`config.mk`:
```
export PLATFORM = sky130hd
export DESIGN_NAME = ram_copy_dma
export DESIGN_NICKNAME = d
export VERILOG_FILES = /design/src/rtl/ram_copy_dma.sv
export SDC_FILE = /design/constraint.sdc
export NUM_CORES = 1
export LEC_CHECK = 0
export CORE_ASPECT_RATIO = 1.2
export CORE_MARGIN = 3
export CORE_UTILIZATION = 49
export DETAILED_ROUTE_END_ITERATION = 8
export PLACE_DENSITY = 0.86
export SLEW_MARGIN = 20
export SYNTH_ARGS = -nofsm -noshare
export SYNTH_HDL_FRONTEND = slang
export SYNTH_SLANG_ARGS = --single-unit
```
`constraint.sdc`:
```
create_clock -name clk -period 6.24 [get_ports clk]
set_input_delay 0.936 -clock clk [delete_from_list [all_inputs] [get_ports clk]]
set_output_delay 0.936 -clock clk [all_outputs]
set_load 0.1 [all_outputs]
```
`src/rtl/ram_copy_dma.sv`:
```
// +--------------------------------------------------------------------------+
// | ram_copy_dma                                                             |
// | Word copy engine driving a dual-port byte RAM, one word per cycle.       |
// | Optional fill mode (constant word write) under `RAM_COPY_FILL_EN.        |
// | Revision: 1.0                                                            |
// +--------------------------------------------------------------------------+
`default_nettype none

module ram_copy_dma #(
  parameter int DW      = 8,
  parameter int AW      = 7,
  parameter int MEM_NUM = 128
) (
  input  logic            clk,
  input  logic            rst,
  input  logic            start,
  input  logic [AW-1:0]   src_addr_i,
  input  logic [AW-1:0]   dst_addr_i,
  input  logic [AW-2:0]   len_i,
`ifdef RAM_COPY_FILL_EN
  input  logic            fill_i,
  input  logic [4*DW-1:0] fill_data_i,
`endif
  output logic            busy_o,
  output logic            done_o,
  output logic            ren_o,
  output logic [AW-1:0]   r_addr_o,
  input  logic [4*DW-1:0] r_data_i,
  output logic            wen_o,
  output logic [AW-1:0]   w_addr_o,
  output logic [4*DW-1:0] w_data_o
);

  typedef enum logic [1:0] {
    S_IDLE = 2'd0,
    S_RUN  = 2'd1,
    S_DONE = 2'd2
  } state_t;

  if (MEM_NUM != (1 << AW)) begin : g_depth_check
    $error("ram_copy_dma: MEM_NUM must equal 2**AW");
  end

  state_t          r_state;
  logic [AW-1:0]   r_src;
  logic [AW-1:0]   r_dst;
  logic [AW-2:0]   r_len;
  logic [AW-2:0]   r_rc;
  logic [AW-2:0]   r_wc;
  logic [AW-1:0]   r_raddr;
  logic [AW-1:0]   r_waddr;
  logic            r_ren;
  logic            r_wen;
  logic            r_busy;
  logic            r_done;

  logic            w_fill;
  logic            w_fill_cmd;
  logic [AW-1:0]   w_rd_addr;
  logic [AW-1:0]   w_wr_addr;

  // Counters hold the index of the next access; byte offset is index*4, wrapping.
  assign w_rd_addr = r_src + {r_rc[AW-3:0], 2'b00};
  assign w_wr_addr = r_dst + {r_wc[AW-3:0], 2'b00};

`ifdef RAM_COPY_FILL_EN
  logic            r_fill;
  logic [4*DW-1:0] r_fill_data;

  assign w_fill     = r_fill;
  assign w_fill_cmd = fill_i;
  assign w_data_o   = r_wen ? (r_fill ? r_fill_data : r_data_i) : '0;

  always_ff @(posedge clk or negedge rst) begin
    if (!rst) begin
      r_fill      <= 1'b0;
      r_fill_data <= '0;
    end else if ((r_state != S_RUN) && start) begin
      r_fill      <= fill_i;
      r_fill_data <= fill_data_i;
    end
  end
`else
  assign w_fill     = 1'b0;
  assign w_fill_cmd = 1'b0;
  assign w_data_o   = r_wen ? r_data_i : '0;
`endif

  always_ff @(posedge clk or negedge rst) begin
    if (!rst) begin
      r_state <= S_IDLE;
      r_src   <= '0;
      r_dst   <= '0;
      r_len   <= '0;
      r_rc    <= '0;
      r_wc    <= '0;
      r_raddr <= '0;
      r_waddr <= '0;
      r_ren   <= 1'b0;
      r_wen   <= 1'b0;
      r_busy  <= 1'b0;
      r_done  <= 1'b0;
    end else begin
      case (r_state)
        // The done cycle also accepts a new command so back-to-back starts work.
        S_IDLE, S_DONE: begin
          r_done  <= 1'b0;
          r_state <= S_IDLE;
          if (start) begin
            r_src <= src_addr_i;
            r_dst <= dst_addr_i;
            r_len <= len_i;
            r_rc  <= '0;
            r_wc  <= '0;
            if (len_i == '0) begin
              r_state <= S_DONE;
              r_done  <= 1'b1;
            end else begin
              r_state <= S_RUN;
              r_busy  <= 1'b1;
              if (w_fill_cmd) begin
                r_wen   <= 1'b1;
                r_waddr <= dst_addr_i;
                r_wc    <= {{(AW-2){1'b0}}, 1'b1};
              end else begin
                r_ren   <= 1'b1;
                r_raddr <= src_addr_i;
                r_rc    <= {{(AW-2){1'b0}}, 1'b1};
              end
            end
          end
        end

        S_RUN: begin
          if ((w_fill || r_wen) && (r_wc == r_len)) begin
            r_state <= S_DONE;
            r_done  <= 1'b1;
            r_busy  <= 1'b0;
            r_ren   <= 1'b0;
            r_wen   <= 1'b0;
          end else if (w_fill) begin
            r_waddr <= w_wr_addr;
            r_wc    <= r_wc + 1'b1;
          end else begin
            r_ren <= (r_rc < r_len);
            if (r_rc < r_len) begin
              r_raddr <= w_rd_addr;
              r_rc    <= r_rc + 1'b1;
            end
            // A read issued this cycle returns data next cycle, which is written then.
            r_wen <= r_ren;
            if (r_ren) begin
              r_waddr <= w_wr_addr;
              r_wc    <= r_wc + 1'b1;
            end
          end
        end

        default: r_state <= S_IDLE;
      endcase
    end
  end

  assign busy_o   = r_busy;
  assign done_o   = r_done;
  assign ren_o    = r_ren;
  assign r_addr_o = r_raddr;
  assign wen_o    = r_wen;
  assign w_addr_o = r_waddr;

endmodule

`default_nettype wire

```
==> flow_summary.yaml <==
outcome:
  status: "completed"
setup_path:
  setup.worst_path.start_class: "input port"
  timing.rr.start: "r_state[0]"
  worst-path-max-fanout: 1
  reg2reg_depth: 4
  cp.arrival_ps: 2700
  rrSetupSlack_ps: 3300
  critical_path.endpoint_type: "primary output"
  worst_ep_required_time_ps: 5300
  worstSetupPathType: "in2out"
  r2r_end: "r_rc[4]"
timing:
  setup_tns_ps: 0
  timing_worst_slew_pin_value_ps: 1050
  period_share_pct: 58.2
  timing.clock.skew_ps: 5.80
  rsz0062_at_grt: "no"
  timing_hold_violations_final: 0
  worst_slack_ps: 2610
  fmax_mhz: 275
  setup_viol: 0
  layout_min_cycle_time_ps: 3630
  worst_max_slew_margin_expressed_relative_to_the_limit_pct: 30.1
  slew_violations: 0
logic_synthesis:
  syn_inst: 296
  synth.most_common_cell: "dfrtp_1"
  mappedNetlistArea_mm2: 0.00304
  yosys.cell_types.count: 46
  syn_nets: 368
  synth_area_leader_cell: "dfrtp_1"
  synth-edff-count: 0
  ys_warn_count: 0
  synth_top_cells_by_area: "dfrtp_1, mux2_2, and2_1, ha_1, nand2_1"
  synth_sequential_area_ratio_pct: 42.8
  ys_ff_latch: 52
  netlist.area_leader.share_pct: 42.8
  synth_commonest_cells: "dfrtp_1, nand2_1, and2_1"
  synthArstFlopShare_pct: 100
  synth_top_flop_cell: "dfrtp_1"
  synthesis.area_per_instance_um2: 10.3
clock_network:
  post-cts-setup-buffers: 0
  cts_htree_levels: 2
  cts_buffer_count: 5
  clockBufferDepth: 2
  cts-resized-gates: 0
  tritoncts: "yes"
  cts.clk_slew.worst_paths_ps: 90
  cts_hold_buf: 0
  clock_sink_count: 52
  clock_tree.root_cell: "clkbuf_8"
  worst_skew_pair.late_latency_ps: 300
worst_hold_path:
  hold_path_end: "w_addr_o[6]"
  timing.hold.worst.start: "w_addr_o[6]"
  holdCritPathClass: "reg2reg"
  count_of_cells_along_the_worst_hold_path: 2
route:
  routed_via_density: 5.48
  drcViolationCount: 0
  wl_per_cell_um: 15.5
  detailedRoute.firstPassIterationCount: 4
  count_of_vias_placed_by_the_detailed_router: 2607
  detail_route.wirelength_mm: 7.37
  ant_nets_after_route: 0
  drt_iter0_drc: 124
job:
  max-cap-violations: 0
floorplanning:
  initial_core_util_pct: 52.2
  core.rowCount: 30
  ios: 105
  die_x_um: 77.9
  core_area_mm2: 0.00582
  die_h_um: 92.3
  fp.dieArea_mm2: 0.00718
placed_design:
  dp_worst_setup_slack_ps: 2600
  dp_hpwl_mm: 5.66
  port-buffer-count: 104
  gpl.final_weighted_congestion: 0.826
global_route:
  grt_pass1_wl_mm: 12.1
  grt_max_degree: 53
  final_global_route_overflow_total: 0
  grt_util_all_layers_pct: 20.8
  antenna_violations_before_repair: 0
  grt_pass1_vias: 2539
layout:
  nets: 467
  post_route_cells_drive_above_1_share_pct: 12.1
  syn_to_final_growth_pct: 39.2
  utilization_pct: 72.7
  antenna-diode-count: 0
  final.fill_count: 441
## final cells by class
cell class | instances | area, µm² | share of cell area (%)
inverter | 15 | 56.3 | 1.33
multi-input combinational | 216 | 1640 | 38.8
timing repair buffer | 105 | 1040 | 24.7
clock buffer | 5 | 68.8 | 1.63
tap | 80 | 100 | 2.37
sequential | 52 | 1300 | 30.8
clock inverter | 3 | 18.8 | 0.444
## worst max-delay path by stage
stage | to | startpoint
floorplan | w_data_o[22] | wen_o
global placement | w_data_o[9] | r_data_i[9]
detailed placement | r_addr_o[4] | start
CTS | w_data_o[9] | r_data_i[9]
global route | w_data_o[9] | r_data_i[9]
finish | w_data_o[9] | r_data_i[9]
## registers in the layout, summed over array words and instances (netlist names)
signal    flops
done_o        1
ren_o         1
r_wc          6
r_addr_o      7
r_rc          6
wen_o         1
r_src         7
w_addr_o      7
r_dst         7
r_state       2
busy_o        1
r_len         6
## per-stage QoR
step / cell area (µm²) / cells / hold slack [ps]
global route: 4230 / 476 / 515
CTS: 4220 / 476 / 503
finish: 4230 / 476 / 500
global placement: 4130 / 468 / 465
floorplan: 3040 / 296 / 475
detailed placement: 4130 / 468 / 476
## cell families after synthesis
family,after synthesis,synth area share (%)
flops,52,42.8
mux,30,11.1
buf+inv,28,3.62
compound gates,51,12.7
xor+xnor,13,3.75
fa+ha+maj,17,7.50
simple gates,105,18.5
## layout by cell type (no fill, tap or decap), types with 5 or more instances in the layout
cell type        netlist  routed
nand2_1               36      36
mux2_2                30      30
and2_1                32      32
nand3_1                7       7
xor2_1                 5       5
dfrtp_1               52      52
clkdlybuf4s50_1        0     103
inv_1                 15      15
ha_1                  15      15
a21o_1                 5       5
clkbuf_8               0       5
o21ai_0               16      16
xnor2_1                8       8
## worst max-delay path, stage by stage
cell and delay, ps:
clkdlybuf4s50_1 450, and2_1 120, clkdlybuf4s50_1 1180
## per-layer routing
| metal | GRT usage (%) | wire, µm |
|---|---|---|
| met1 | 25.8 | 3140 |
| met2 | 36.4 | 3550 |
| met3 | 4.52 | 578 |
| met4 | 5.34 | 97 |
| met5 | 0 | 0 |
Power is left out: the tool's default activity adds up to more than one toggle a clock period on the data nets, which glitch-free logic cannot reach.
